==> src/rtl/pipe_skid_reg.sv <==
// Pipeline stage register with valid/ready handshake and one-entry skid.
// in_ready comes from registered state only, so back-pressure is cut here.
module pipe_skid_reg #(
  parameter int               WIDTH     = 32,
  parameter logic [WIDTH-1:0] RESET_VAL = '0
) (
  input  logic             clk,
  input  logic             rst,
  input  logic             flush,
  input  logic             in_valid,
  output logic             in_ready,
  input  logic [WIDTH-1:0] in_data,
  output logic             out_valid,
  input  logic             out_ready,
  output logic [WIDTH-1:0] out_data,
  output logic [1:0]       level
);

  typedef enum logic [1:0] {
    EMPTY = 2'd0,
    BUSY  = 2'd1,
    FULL  = 2'd2
  } state_t;

  state_t           state;
  logic [WIDTH-1:0] main_q;
  logic [WIDTH-1:0] skid_q;
  logic             in_fire;
  logic             out_fire;

  assign out_valid = (state != EMPTY);
  assign in_ready  = (state != FULL);
  assign out_data  = main_q;
  assign level     = state;

  assign in_fire  = in_valid & in_ready;
  assign out_fire = out_valid & out_ready;

  // Flush behaves like reset; a concurrent input transfer is dropped.
  always_ff @(posedge clk) begin
    if (rst || flush) begin
      state  <= EMPTY;
      main_q <= RESET_VAL;
      skid_q <= RESET_VAL;
    end else begin
      unique case (state)
        EMPTY: begin
          if (in_fire) begin
            state  <= BUSY;
            main_q <= in_data;
          end
        end
        BUSY: begin
          if (in_fire && out_fire) begin
            main_q <= in_data;
          end else if (in_fire) begin
            state  <= FULL;
            skid_q <= in_data;
          end else if (out_fire) begin
            state <= EMPTY;
          end
        end
        FULL: begin
          if (out_fire) begin
            state  <= BUSY;
            main_q <= skid_q;
          end
        end
        default: state <= EMPTY;
      endcase
    end
  end

endmodule

==> config.mk <==
export PLATFORM = sky130hd
export DESIGN_NAME = pipe_skid_reg
export DESIGN_NICKNAME = d
export VERILOG_FILES = /design/src/rtl/pipe_skid_reg.sv
export SDC_FILE = /design/constraint.sdc
export NUM_CORES = 1
export LEC_CHECK = 0
export CAP_MARGIN = 25
export CORE_MARGIN = 2
export CORE_UTILIZATION = 49
export CTS_CLUSTER_SIZE = 16
export DETAILED_ROUTE_END_ITERATION = 12
export PLACE_DENSITY = 0.83
export SKIP_LAST_GASP = 1
export SYNTH_ARGS = -nofsm -noshare
export SYNTH_HDL_FRONTEND = slang
export SYNTH_SLANG_ARGS = --single-unit
==> constraint.sdc <==
create_clock -name clk -period 1.7 [get_ports clk]
set_input_delay 0.51 -clock clk [delete_from_list [all_inputs] [get_ports clk]]
set_output_delay 0.51 -clock clk [all_outputs]
set_load 0.005 [all_outputs]
== Word-level counts from Yosys, hierarchy flattened ==
Cells that the tools add are included.
W data, S select, Z words.

* Flip-flop bits (word level): 66
* Input bits: 37
* Output and inout port bits: 36
* Logic and storage cells: 32

* Equality and inequality tests: 8
* Mux-type cells: 10
* Bitwise gates (word level): 3
* Reductions and logical operators: 8

{| class="wikitable"
|+ Operators with widths
! kind !! number
|-
| $mux W32 || 3
|-
| $pmux W32 S3 || 1
|-
| $mux W2 || 5
|-
| $ne A2 B2 Y1 const B || 5
|-
| $reduce_and A4 Y1 || 2
|-
| $pmux W2 S3 || 1
|-
| $ne A3 B3 Y1 const B || 1
|-
| $reduce_and A3 Y1 || 1
|-
| $reduce_bool A3 Y1 || 1
|-
| $and A1 B1 Y1 || 2
|-
| $eq A2 B1 Y1 const B || 1
|-
| $eq A2 B2 Y1 const B || 1
|-
| $logic_not A2 Y1 || 1
|-
| $reduce_bool A2 Y1 || 1
|-
| $logic_and A1 B1 Y1 || 1
|-
| $logic_or A1 B1 Y1 || 1
|-
| $not A1 Y1 || 1
|}

== Depth between registers and ports, before layout ==
Gate-level depths: netlist of the first run.

* Depth in word-level cells: 6
* Depth in mapped cells: 5
* Mapped depth without buffers: 3

== Worst setup path after synthesis of the first run ==
No wires, ideal clock.

* Path type: input-to-reg
* Start point: input port in_valid
* End point: register main_q[10], in the netlist out_data[10]
* Setup time: 0.146 ns
* Arrival time: 1.258 ns
* Slack: 0.296 ns
* Cell stages on the path: 5
* Path buffers: 2
* Cell sequence: nor2b_1 > buf_2 > buf_2 > a211oi_1 > a211oi_2

* Longest elaborated chain between the ends: 4

{| class="wikitable"
|+ Ends and longest elaborated chain
! element !! line !! RTL
|-
| start, declared || 10 || <nowiki>input logic in_valid,</nowiki>
|-
| $and A1 B1 Y1 (*) || 36 || <nowiki>assign in_fire = in_valid & in_ready;</nowiki>
|-
| $logic_and A1 B1 Y1 || 54 || <nowiki>if (in_fire && out_fire) begin</nowiki>
|-
| $ne A2 B2 Y1 (no source line) || n/a ||
|-
| $reduce_and A4 Y1 (no source line) (*) || n/a ||
|-
| end signal, assigned || 50 || <nowiki>main_q <= in_data;</nowiki>
|-
| end signal, assigned || 55 || <nowiki>main_q <= in_data;</nowiki>
|-
| end signal, assigned || 66 || <nowiki>main_q <= skid_q;</nowiki>
|-
| end, declared || 26 || <nowiki>logic [WIDTH-1:0] main_q;</nowiki>
|}

Mark *: on every way between the ends. The rest lies on a longest branch, timed or not.
A chain may end at the register's enable or synchronous reset.

== Worst setup path in the final report of the first run ==
* Start point: input port out_ready
* End point: register main_q[3], in the netlist out_data[3]

* Longest elaborated chain between the ends: 4

{| class="wikitable"
|+ Ends and longest elaborated chain
! element !! line !! RTL
|-
| start, declared || 14 || <nowiki>input logic out_ready,</nowiki>
|-
| $and A1 B1 Y1 (*) || 37 || <nowiki>assign out_fire = out_valid & out_ready;</nowiki>
|-
| $logic_and A1 B1 Y1 || 54 ||
|-
| $ne A2 B2 Y1 (no source line) || n/a ||
|-
| $reduce_and A4 Y1 (no source line) (*) || n/a ||
|}

Marked as above.

==> key figures, run 1 <==
Status
  – Status: finished, violations left
  – Failing checks: setup timing

Critical path
  – Crit Path Max Fanout: 32
  – CP endpoint kind: register
  – Required time worst endpoint: about 1.9 ns
  – Setup CP Type: in2reg
  – Data arrival, critical path: approximately 1.9 ns
  – Worst Setup Start Kind: primary input

Global routing
  – Vias in the first global route: around 2500
  – Largest net degree at the start of global routing: 37
  – First-pass GRT wire length: ~12 mm
  – Tot GR Track Use: 0.226
  – GR Overflow Total: 0
  – Initial antenna violation count: 0

Pwr
  – Leak: approximately 1.9 nW
  – Maximum VDD drop: roughly 0.47 mV
  – PwrDens: 788 nW/µm²
  – Tot Pwr: 3.18 mW

Clock tree
  – Clk root buf: clkbuf_8
  – Max clock buf depth: 2
  – TritonCTS Sinks: 66
  – Clock Pin Slew Worst Setup and Hold Paths: about 0.07 ns
  – H-tree Lvls: 3
  – Clock latency on the worst-skew pair: 0.34 ns
  – CTS buffer count: 9
  – CTS tree: yes

Synth
  – Mux cell area share after synthesis: 0.107
  – Synth Cell Area: ~3000 µm²
  – Ys Warns: 0
  – Synth Area in Adders: 0
  – Syn Area/Cell: ~9.7 µm²
  – Largest family of logic cells by synthesized area: compound AO/OA/AOI/OAI gates
  – Post-Syn Nets: about 350
  – Sequential cell area fraction in the yosys report: 0.441
  – Post-Synth Simple-Gate Area: 0.108
  – XOR/XNOR share of the synthesized area: 0
  – Cell count after synthesis: 309
  – Synthesized flop and latch total: between 60 and 70
  – Yosys cell types: 23
  – Compound-Gate Fraction of Synth Area: 0.278

Final layout
  – Layout fillers: ~470
  – Nets@finish: ~420
  – Antenna diode count: 0
  – Area grow syn2layout: 34.6%
  – Layout cells sized above 1: 0.214
  – Finished Layout Cells: ~460
  – Most frequent cells in the layout: nand2_1 (65), dfxtp_1 (55), clkdlybuf4s50_1 (39)
  – Design area: 4030 µm²
  – Most common cell after layout, fill and taps aside: nand2_1

Routing
  – Vias: around 2600
  – Routed wire length: roughly 7.5 mm
  – Initial DRC count: 136
  – Routed length on met2: roughly 3.8 mm
  – Met1 WL: about 3.2 mm
  – Met3 wire length: roughly 290 µm
  – # DRC: 0
  – Routed len/inst: approximately 16 µm
  – Vias/cell: 5.62
  – Detail Route Antenna Nets: 0
  – Top Layer Used: met4
  – Initial DRT Pass Iterations: 4

Timing
  – Final slew viol count: 0
  – Period Utilization, post-route: 1.01
  – TNS Setup: -0.0174 ns
  – Max Freq: a little under 600 MHz
  – Unrepaired setup endpoints after global routing: yes
  – Hold WS: about 0.46 ns
  – Final Hold Viols: 0
  – Worst slew margin: 0.615
  – Crit path time final: 1.71 ns
  – Worst Clk Skew: ~0.0074 ns
  – Setup WS post-layout: -0.0123 ns
  – Worst slew pin tran: about 0.58 ns
  – # setup viols final: 2

Floorplanning
  – Starting Density: 0.506
  – Core Region: ~6000 µm²
  – Die W: about 82 µm
  – IO Pins: 73
  – Rows: 28
  – Die area: about 6800 µm²
  – Die Span Y: 82.2 µm

Placed design
  – Inst Count DP: 441
  – HPWL Detailed: around 4.8 mm
  – PortBufs: 72
  – Placed Area: ~3800 µm²
  – Gpl congestion: 0.749

Hold path
  – Hold Path Class: reg2reg

Flow run
  – Max-Cap Viols: 0
metal layers:
layer | up-vias | global-route usage
met2 | 69 | 0.401
met3 | 14 | 0.0348
met5 | - | 0
met4 | 0 | 0.125
li1 | 1250 | -
met1 | 1243 | 0.257
critical path, cell delays in order:
cell,delay [ns]
clkdlybuf4s50_1,0.52
nand2b_1,0.23
a21o_4,0.47
a211oi_1,0.15
final cells by class:
cell class	instances	area [µm²]	share of cell area
multi-input cells	209	1500	0.371
clock buffers	11	141	0.0350
repair buffers	94	948	0.235
clock inverters	3	17.5	0.00434
well taps	75	93.8	0.0233
flip-flops and latches	66	1340	0.331
final timing paths:
kind / to / cells past startpoint / from / slack, ns
worst min-delay path: skid_q[28]$_SDFFE_PP0P_ / 2 / skid_q[28]$_SDFFE_PP0P_ / 0.46
worst min register to register: skid_q[28]$_SDFFE_PP0P_ / 2 / skid_q[28]$_SDFFE_PP0P_ / 0.46
worst max-delay path: out_data[3]$_SDFFE_PP0P_ / 4 / out_ready / -0.01
worst max register to register: out_data[5]$_SDFFE_PP0P_ / 5 / level[1]$_SDFFE_PP0P_ / 0.11
cell families after synthesis:
kind of cell	Yosys count
AND/OR/NAND/NOR	76
flip-flops	66
buffers and inverters	34
AO/OA/AOI/OAI	101
multiplexers	32
flip-flops by register name (all words and copies together), names as in the netlist:
| register | count |
|---|---|
| out_data | 32 |
| skid_q | 32 |
| level | 2 |
through the flow:
step           utilization  setup WS [ns]
2_1_floorplan            -          0.296
3_3_place_gp         0.642         -0.240
3_5_place_dp         0.642         -0.295
4_1_cts              0.667        -0.0314
5_1_grt              0.681        -0.0942
6_report             0.681        -0.0123
power by group:
part           total [mW]  switching (mW)  internal [mW]  leakage [nW]
clock network        1.11           0.567          0.548        0.0810
logic               0.447           0.211          0.236          1.26
registers            1.61          0.0245           1.59         0.541
cell usage after synthesis, drive strengths merged:
cell,n,share of area
nand2,65,0.081
and2,1,0.0021
nor4bb,1,0.0033
o21bai,1,0.0025
buf,25,0.055
nor2b,1,0.0021
a211oi,64,0.21
mux2i,32,0.11
o21a,1,0.0025
and3b,1,0.0029
nor2,1,0.0013
a21o,2,0.0075
nand2b,2,0.0042
clkbuf,9,0.011
nand4bb,1,0.0038
dfxtp,66,0.44
or2,2,0.0042
a21oi,33,0.055
or3b,1,0.0029
timing repair:
action                                  in CTS  in global routing
setup buffers                                0                  2
hold buffers                                 0                  0
endpoints found under the setup margin      24                 35
pin swaps                                    0                  1
cloned                                       0                  1
gates resized for setup                     27                 23
(Power assumes the default switching activity.)
==> inputs of run 2 (changes only) <==
- CAP_MARGIN: 25 -> 15
==> results of run 2 <==
Final layout, timing and power as in run 1 (identical DEF).
